===== config.mk =====
export PLATFORM = sky130hd
export DESIGN_NAME = lb_uart_rx_control_unit
export DESIGN_NICKNAME = d
export VERILOG_FILES = /design/src/rtl/lb_uart_rx_control_unit_pkg.sv /design/src/rtl/lb_rx_tick_gen.sv /design/src/rtl/lb_uart_rx_control_unit.sv
export SDC_FILE = /design/constraint.sdc
export NUM_CORES = 1
export LEC_CHECK = 0
export BUFFER_PORTS_ARGS = -buffer_cell sky130_fd_sc_hd__buf_4
export CAP_MARGIN = 20
export CORE_MARGIN = 5
export CORE_UTILIZATION = 58
export CTS_CLUSTER_DIAMETER = 50
export DETAILED_ROUTE_END_ITERATION = 8
export MAX_ROUTING_LAYER = met4
export PLACE_DENSITY = 0.89
export RECOVER_POWER = 50
export SLEW_MARGIN = 20
export SYNTH_ARGS = -nofsm -noshare
export SYNTH_HDL_FRONTEND = slang
export SYNTH_SLANG_ARGS = --single-unit

===== constraint.sdc =====
create_clock -name clk -period 2.9 [get_ports clk]
set_clock_uncertainty 0.2 [all_clocks]
set_input_delay 0.58 -clock clk [delete_from_list [all_inputs] [get_ports clk]]
set_output_delay 0.58 -clock clk [all_outputs]
set_load 0.005 [all_outputs]

===== src/rtl/lb_uart_rx_control_unit_pkg.sv =====
// Shared constants for the UART receive control unit.
//  - FSM state encodings (3-bit, legacy-compatible localparams)
//  - oversampling ratio and mid-bit sample point
//  - helper returning the index of the last data bit for a frame format
package lb_uart_rx_control_unit_pkg;

    localparam logic [2:0] STATE_IDLE   = 3'd0;
    localparam logic [2:0] STATE_START  = 3'd1;
    localparam logic [2:0] STATE_DATA   = 3'd2;
    localparam logic [2:0] STATE_PARITY = 3'd3;
    localparam logic [2:0] STATE_STOP   = 3'd4;

    localparam int OVERSAMPLE = 16;
    localparam int MID_SAMPLE = 8;

    // Oversample counter values at which the FSM acts (counter counts ticks
    // already seen in the current state, so the Nth tick sees N-1).
    localparam logic [3:0] OS_LAST = 4'(OVERSAMPLE - 1);
    localparam logic [3:0] OS_MID  = 4'(MID_SAMPLE - 1);

    function automatic logic [2:0] last_bit_idx(input logic bit8);
        return bit8 ? 3'd7 : 3'd6;
    endfunction

endpackage


===== src/rtl/lb_rx_tick_gen.sv =====
// Oversample tick generator for the UART receiver.
//  clk, rst_n : clock, asynchronous active-low reset
//  cs         : enable; 0 freezes the counter and suppresses ticks
//  hold       : keep the counter at 0 (receiver idle) so the tick phase
//               is aligned to the detected start edge
//  prescale   : tick period minus one, in clk cycles
//  tick       : one-cycle strobe every prescale+1 enabled cycles
module lb_rx_tick_gen (
    input  logic        clk,
    input  logic        rst_n,
    input  logic        cs,
    input  logic        hold,
    input  logic [19:0] prescale,
    output logic        tick
);

    logic [19:0] cnt_q;
    logic [19:0] cnt_d;

    always_comb begin
        cnt_d = cnt_q;
        tick  = 1'b0;
        if (cs) begin
            if (hold) begin
                cnt_d = '0;
            end else if (cnt_q >= prescale) begin
                // >= keeps the counter bounded if prescale ever shrinks.
                cnt_d = '0;
                tick  = 1'b1;
            end else begin
                cnt_d = cnt_q + 20'd1;
            end
        end
    end

    always_ff @(posedge clk or negedge rst_n) begin
        if (!rst_n) begin
            cnt_q <= '0;
        end else begin
            cnt_q <= cnt_d;
        end
    end

endmodule


===== src/rtl/lb_uart_rx_control_unit.sv =====
// UART receive control unit.
// Oversamples rx at 16x baud, qualifies the start bit at mid-bit, then
// steps through data, optional parity and stop bits, issuing one strobe
// per bit at mid-bit for the Rx datapath.
// Ports:
//  clk, reset      : clock, asynchronous active-low reset
//  rx              : asynchronous serial line, idle high
//  bit8, parity_en : frame format (8/7 data bits, parity bit present)
//  baudPrescale    : oversample tick period minus one
//  cs              : enable; 0 freezes all counters and the FSM
//  rx_bit          : synchronized rx for the datapath shift-in
//  shift           : pulse, shift rx_bit in as a data bit
//  parity_sample   : pulse, capture rx_bit as received parity
//  done            : pulse, frame complete
//  frame_err       : stop bit was low; updated with done, held otherwise
//  busy            : start detected and frame not yet done
//  dbg_state       : current FSM state (debug)
// Strobe semantics: shift, parity_sample and done are single-cycle,
// registered pulses; the datapath acts on the clock edge at which the
// pulse is high and uses rx_bit from the same cycle. There is no
// backpressure.
module lb_uart_rx_control_unit
    import lb_uart_rx_control_unit_pkg::*;
(
    input  logic        clk,
    input  logic        reset,
    input  logic        rx,
    input  logic        bit8,
    input  logic        parity_en,
    input  logic [19:0] baudPrescale,
    input  logic        cs,
    output logic        rx_bit,
    output logic        shift,
    output logic        parity_sample,
    output logic        done,
    output logic        frame_err,
    output logic        busy,
    output logic [2:0]  dbg_state
);

    logic       sync1_q;
    logic       sync2_q;
    logic [2:0] state_q, state_d;
    logic [3:0] os_q, os_d;
    logic [2:0] bit_q, bit_d;
    logic       shift_q, shift_d;
    logic       parity_q, parity_d;
    logic       done_q, done_d;
    logic       ferr_q, ferr_d;
    logic       busy_q, busy_d;
    logic       tick;

    lb_rx_tick_gen u_tick_gen (
        .clk      (clk),
        .rst_n    (reset),
        .cs       (cs),
        .hold     (state_q == STATE_IDLE),
        .prescale (baudPrescale),
        .tick     (tick)
    );

    // Synchronizer runs regardless of cs; resets to the idle line level.
    always_ff @(posedge clk or negedge reset) begin
        if (!reset) begin
            sync1_q <= 1'b1;
            sync2_q <= 1'b1;
        end else begin
            sync1_q <= rx;
            sync2_q <= sync1_q;
        end
    end

    always_comb begin
        state_d  = state_q;
        os_d     = os_q;
        bit_d    = bit_q;
        shift_d  = 1'b0;
        parity_d = 1'b0;
        done_d   = 1'b0;
        ferr_d   = ferr_q;
        busy_d   = busy_q;
        if (cs) begin
            case (state_q)
                STATE_IDLE: begin
                    // Level-sensitive: a line already low right after done
                    // starts the next frame immediately.
                    if (!sync2_q) begin
                        state_d = STATE_START;
                        busy_d  = 1'b1;
                        os_d    = '0;
                        bit_d   = '0;
                    end
                end
                STATE_START: begin
                    if (tick) begin
                        if (os_q == OS_MID) begin
                            os_d = '0;
                            if (sync2_q) begin
                                state_d = STATE_IDLE;   // false start
                                busy_d  = 1'b0;
                            end else begin
                                state_d = STATE_DATA;
                            end
                        end else begin
                            os_d = os_q + 4'd1;
                        end
                    end
                end
                STATE_DATA: begin
                    if (tick) begin
                        if (os_q == OS_LAST) begin
                            os_d    = '0;
                            shift_d = 1'b1;
                            bit_d   = bit_q + 3'd1;
                            if (bit_q == last_bit_idx(bit8)) begin
                                state_d = parity_en ? STATE_PARITY : STATE_STOP;
                            end
                        end else begin
                            os_d = os_q + 4'd1;
                        end
                    end
                end
                STATE_PARITY: begin
                    if (tick) begin
                        if (os_q == OS_LAST) begin
                            os_d     = '0;
                            parity_d = 1'b1;
                            state_d  = STATE_STOP;
                        end else begin
                            os_d = os_q + 4'd1;
                        end
                    end
                end
                STATE_STOP: begin
                    if (tick) begin
                        if (os_q == OS_LAST) begin
                            os_d    = '0;
                            done_d  = 1'b1;
                            ferr_d  = ~sync2_q;
                            busy_d  = 1'b0;
                            state_d = STATE_IDLE;
                        end else begin
                            os_d = os_q + 4'd1;
                        end
                    end
                end
                default: begin
                    state_d = STATE_IDLE;
                    busy_d  = 1'b0;
                    os_d    = '0;
                end
            endcase
        end
    end

    always_ff @(posedge clk or negedge reset) begin
        if (!reset) begin
            state_q  <= STATE_IDLE;
            os_q     <= '0;
            bit_q    <= '0;
            shift_q  <= 1'b0;
            parity_q <= 1'b0;
            done_q   <= 1'b0;
            ferr_q   <= 1'b0;
            busy_q   <= 1'b0;
        end else begin
            state_q  <= state_d;
            os_q     <= os_d;
            bit_q    <= bit_d;
            shift_q  <= shift_d;
            parity_q <= parity_d;
            done_q   <= done_d;
            ferr_q   <= ferr_d;
            busy_q   <= busy_d;
        end
    end

    assign rx_bit        = sync2_q;
    assign shift         = shift_q;
    assign parity_sample = parity_q;
    assign done          = done_q;
    assign frame_err     = ferr_q;
    assign busy          = busy_q;
    assign dbg_state     = state_q;

endmodule


# Word-level counts from Yosys, hierarchy flattened
# Index checks and enable logic that the tools add are counted.
dict set report word_totals {
  regBits 37
  out_inout_bits 9
}
dict set report op_classes {
  addsub 3
  magnitude_cmp 1
  eq_ne 19
  n_mux 44
  bitwise_logic 2
  reduce_logical 9
}
# op count
set op_table {}
lappend op_table {{$mux 3} 14}
lappend op_table {{$mux 20} 2}
lappend op_table {{$ne 2x2->1 const B} 11}
lappend op_table {{$add 20x1->20 const B} 1}
lappend op_table {{$ge 20x20->1} 1}
lappend op_table {{$mux 4} 5}
lappend op_table {{$mux 1} 18}
lappend op_table {{$pmux 3 s5} 1}
lappend op_table {{$pmux 4 s3} 1}
lappend op_table {{$reduce_and 11->1} 1}
lappend op_table {{$reduce_and 4->1} 2}
lappend op_table {{$reduce_and 8->1} 1}
lappend op_table {{$eq 3x2->1 const B} 2}
lappend op_table {{$pmux 3 s2} 1}
lappend op_table {{$reduce_and 5->1} 1}
lappend op_table {{$add 4x1->4 const B} 1}
lappend op_table {{$eq 4x3->1 const B} 1}
lappend op_table {{$eq 4x4->1 const B} 1}
lappend op_table {{$pmux 1 s4} 1}
lappend op_table {{$add 3x1->3 const B} 1}
lappend op_table {{$eq 3x1->1 const B} 1}
lappend op_table {{$eq 3x3->1} 1}
lappend op_table {{$eq 3x3->1 const B} 1}
lappend op_table {{$logic_not 3->1} 1}
lappend op_table {{other kinds (6)} 7}

# Longest topological paths before layout
dict set report depth {
  ltp_word 7
  depth_mapped 10
  ltp_nobuf 8
}

# Hierarchy
# From an unflattened synthesis, not the netlist that was laid out.
dict set report hier_totals {
  cells_unflattened 292
  hier_area_um2 2622.5
}
# module n_inst cells_each area_per_inst_um2
set modules_own_cells {}
lappend modules_own_cells {lb_rx_tick_gen 1 197 1660.3}
lappend modules_own_cells {lb_uart_rx_control_unit 1 95 962.2}

# Least setup slack after synthesis
# OpenSTA, ideal clock, no wires.
dict set report synth_timing {
  path_type {input to register}
  from {in baudPrescale[17]}
  to {reg state_q[0] (netlist: dbg_state[0])}
  setup_time_ns 0.125
  arrival_time_ns 2.305
  required_ns 2.575
  path_slack_ns 0.270
  stages 9
  path_buffers 1
  path_cell_list {inv_1 -> ha_1 -> nand4_2 -> nor4_4 -> a211oi_2 -> o21a_1 -> buf_2 -> a31oi_2 -> mux2_2}
}
dict set report synth_via {
  elab_chain_cells 6
  word_cells_on_any_way 9
  cone_classes {1 x order compare; 4 x eq/ne; 3 x mux; 1 x reduce/logical}
}
# item line_no
set synth_lines {}
lappend synth_lines {{start: declaration} lb_uart_rx_control_unit.sv:30} ;# input logic [19:0] baudPrescale,
lappend synth_lines {{$ge 20x20->1 (*)} lb_rx_tick_gen.sv:26} ;# end else if (cnt_q >= prescale) begin
lappend synth_lines {{$mux 1 (*)} lb_rx_tick_gen.sv:26}
lappend synth_lines {{$mux 1 (*)} lb_rx_tick_gen.sv:24} ;# if (hold) begin
lappend synth_lines {{$mux 1 (*)} lb_rx_tick_gen.sv:23} ;# if (cs) begin
lappend synth_lines {{$ne 2x2->1 (no line)} -}
lappend synth_lines {{$reduce_and 11->1 (no line) (*)} -}
lappend synth_lines {{end signal: assignment} lb_uart_rx_control_unit.sv:167} ;# state_q <= state_d;
lappend synth_lines {{end: declaration} lb_uart_rx_control_unit.sv:43} ;# logic [2:0] state_q, state_d;
# Mark *: on every way between the ends. The rest lies on a longest branch, timed or not.
# A chain may end at the register's enable or synchronous reset.

# Worst setup path after layout
dict set report layout_timing {
  from {reg u_tick_gen.cnt_q[16]}
  to {reg parity_q (netlist: parity_sample)}
}
dict set report layout_via {
  elab_chain_cells 7
}
# item line_no
set layout_lines {}
lappend layout_lines {{start: declaration} lb_rx_tick_gen.sv:17} ;# logic [19:0] cnt_q;
lappend layout_lines {{start signal: assignment} lb_rx_tick_gen.sv:40} ;# cnt_q <= cnt_d;
lappend layout_lines {{$ge 20x20->1} lb_rx_tick_gen.sv:26}
lappend layout_lines {{$mux 1} lb_rx_tick_gen.sv:26}
lappend layout_lines {{$mux 1} lb_rx_tick_gen.sv:24}
lappend layout_lines {{$mux 1} lb_rx_tick_gen.sv:23}
lappend layout_lines {{$mux 1} -}
lappend layout_lines {{$mux 1} lb_uart_rx_control_unit.sv:83} ;# case (state_q)
lappend layout_lines {{$mux 1} lb_uart_rx_control_unit.sv:82} ;# if (cs) begin
lappend layout_lines {{via parity_d} lb_uart_rx_control_unit.sv:47} ;# logic parity_q, parity_d;
lappend layout_lines {{end signal: assignment} lb_uart_rx_control_unit.sv:171} ;# parity_q <= parity_d;
lappend layout_lines {{end: declaration} lb_uart_rx_control_unit.sv:47}
# The timed path passes the listed nets, and every way through them passes these cells.

==> out/metrics.csv <==
metric,value,unit
Max-Cap Viols,1,
Clk pwr share,24.7,%
Final Hold Vio Count,0,
CP startpoint,u_tick_gen.cnt_q[16]$_DFFE_PN0P_,
clock root buffer,clkbuf_8,
hold_buf cts,0,
switching part of the total,34.37,%
port bufs,34,
GPL Wtd Cong,0.8790,
vias per cell,6.429,
Internal,930.5,uW
Post-Syn Instances,311,
worst slew pin tran,2.007,ns
Synth area leaders,"dfrtp_1 32%, ha_1 11%, inv_1 5.7%, a21oi_1 3.3%, nand2_1 3.3%",
clk_lat worst skew,0.29,ns
row cnt,24,
Critical Path End Type,flop,
Post-synth ARST share,100.0,%
cell total after placement,400,
die width,78.23,um
Max Fclk,374.0,MHz
worst setup path class,flop to flop,
Synth top area share,32.44,%
worst-path fanout max,6,
Power Total,1.418,mW
total gr overflow,0,
CP Data Arrival Time,2.64,ns
H-tree levels,2,
Worst IR Drop VDD,0.2753,mV
CTS Buf Count,5,
Routed WL,6732,um
clk slew on worst S/H paths,0.07,ns
max-slew violations,38,
hold_sp,sync1_q$_DFF_PN1_,
leak pwr,1.552,nW
post-synth top area cell,dfrtp_1,
router iterations before antenna repair,6,
CTS max path bufs,2,
Post-Syn Area per Cell,8.682,um^2
Seq pwr share,46.7,%
Remaining DRCs,0,
IO Pins,35,
RSZ-0062 raised after global routing,no,
Syn Nets,360,
"Seq/Total Area, Yosys",34.38,%
final setup fails,0,
n_diodes,0,
worst path required time,2.86,ns
fin crit share,92.19,%
initial antenna violation count,0,
Final #Nets,404,
largest net degree at the start of global routing,38,
final core utilization,71.00,%
DR WL/cell,16.50,um
die outline height,78.23,um
CTS tree,done,
dominant cell by count in the synthesized netlist,inv_1,
Rel. slew slack,-33.80,%
Worst R2R Start,u_tick_gen.cnt_q[16]$_DFFE_PN0P_,
Finished Layout Cells,408,
Die ar.,6120,um^2
post_cts resized,0,
Core Region,4444,um^2
First DRT Iteration DRCs,327,
outcome,"complete, but fails checks",
synthesized flop and latch total,37,
layout cells sized above 1,19.38,%
post-place setup slack,0.05233,ns
failing checks,"max-capacitance violations, max-slew violations",
Synth Flop Type,dfrtp_1,
first-pass GRT wire length,11600,um
number of synthesized flops with an enable pin,0,
total track usage,24.14,%
warnings from Yosys,0,
Area Overhead vs Synth,16.87,%
share of total power in combinational logic,28.6,%
post-synth design cell area,2700,um^2
Psw,487.3,uW
vias post-DR,2623,
Final ANT Viol Nets,0,
min-delay worst type,flop to flop,
Final min period,2.674,ns
setup ws final,0.2264,ns
initial core utilization,60.75,%
number of distinct library cells after synthesis,60,
post-CTS setup buffer count,0,
# fillers,327,
crit start category,flop,
vias in the first global route,2611,
PD cells,449.3,nW/um^2
Clock Sink Count,37,
most frequent cells after synthesis,"41 x inv_1, 35 x dfrtp_1, 24 x nand2_1",
Detail Placement HPWL,4971,um
setup TNS,0,ns
## flip-flops by register name (all words and copies together), names as in the netlist
| signal | flops |
|---|---|
| rx_bit | 1 |
| u_tick_gen.cnt_q | 20 |
| bit_q | 3 |
| sync1_q | 1 |
| busy | 1 |
| parity_sample | 1 |
| frame_err | 1 |
| dbg_state | 3 |
| shift | 1 |
| os_q | 4 |
| done | 1 |
## worst paths after layout
check                                                  endpoint  slack (ns)  cells after the start
worst max-delay path                    parity_sample$_DFF_PN0_        0.23                      8
worst min-delay path                           rx_bit$_DFF_PN1_        0.16                      0
worst max register to register          parity_sample$_DFF_PN0_        0.23                      8
worst min register to register                 rx_bit$_DFF_PN1_        0.16                      0
max in group asynchronous       u_tick_gen.cnt_q[5]$_DFFE_PN0P_        0.69                      1
min in group asynchronous                 frame_err$_DFFE_PN0P_        0.66                      1
## stage by stage
stage | hold WS, ns | area [um^2]
6_report | 0.1586 | 3156
5_1_grt | 0.1674 | 3156
4_1_cts | 0.06166 | 3159
3_5_place_dp | 0.1495 | 3077
3_3_place_gp | 0.1459 | 3077
2_1_floorplan | 0.08441 | 2700
## cell usage in the layout (no fill, tap or decap), types with 2 or more instances in the layout
master      n
dfrtp_1    35
a21boi_1    2
buf_4      45
a21oi_1    18
o21ai_1    12
nand4_1     5
clkinv_2    2
dfstp_2     2
nand2_1    24
clkbuf_1    2
nand2b_1    3
o41ai_1     2
nor4_1      5
o2bb2ai_1   4
o21ai_0     9
nor3_1     15
a221o_1     2
nand4_2     2
o211ai_1    8
and3_1      9
a41oi_1     4
a211oi_2    2
nor2_1     10
clkbuf_4    3
o21a_1      2
mux2i_1     7
clkbuf_8    5
or4_1       3
o211a_1     2
xnor2_1     3
ha_1       23
inv_1      41
nand3_1    17
## routing by layer
| layer | global-route usage, % | wire length (um) | vias up | part of all wire [%] |
|---|---|---|---|---|
| met5 | - | 0 | - | 0 |
| met4 | 9.790 | 136 | 0 | 2.0 |
| met3 | 5.034 | 504 | 23 | 7.5 |
| met2 | 39.38 | 3275 | 149 | 49 |
| met1 | 29.29 | 2815 | 1221 | 42 |
| li1 | - | - | 1230 | - |
## power by group through the flow
| stage | registers (mW) | logic (mW) | clock network, mW |
|---|---|---|---|
| after floorplan | 0.649 | 0.270 | 0 |
| after global placement | 0.664 | 0.379 | 0 |
| after detailed placement | 0.669 | 0.402 | 0 |
| after CTS | 0.659 | 0.405 | 0.360 |
| after global routing | 0.671 | 0.462 | 0.391 |
| final | 0.662 | 0.405 | 0.351 |
## worst max-delay path, cell delays in order, from the launching register on
cell,delay [ns]
dfrtp_1,0.46
ha_1,0.33
nand4_2,0.17
nor4_4,0.39
a211oi_2,0.13
o21ai_1,0.28
nor2_1,0.12
buf_4,0.18
nor4_1,0.30
## logic make-up after synthesis
group	share of synthesized area (%)
mux	3.429
simple gates	21.27
compound gates	21.50
flops	34.38
xor+xnor	0.9733
fa+ha+maj	10.66
buf+inv	7.785
## cell type report
cell class                 instances  area, um^2  share of cell area [%]
clock buffer                       6       72.57                   2.300
clock inverter                     2       10.01                  0.3172
inverter                          41       153.9                   4.877
multi-input combinational        221        1562                   49.48
sequential                        37       928.4                   29.42
tap                               52       65.06                   2.062
timing repair buffer              49       364.1                   11.54
Note: power is estimated with default switching activity, not from simulation.
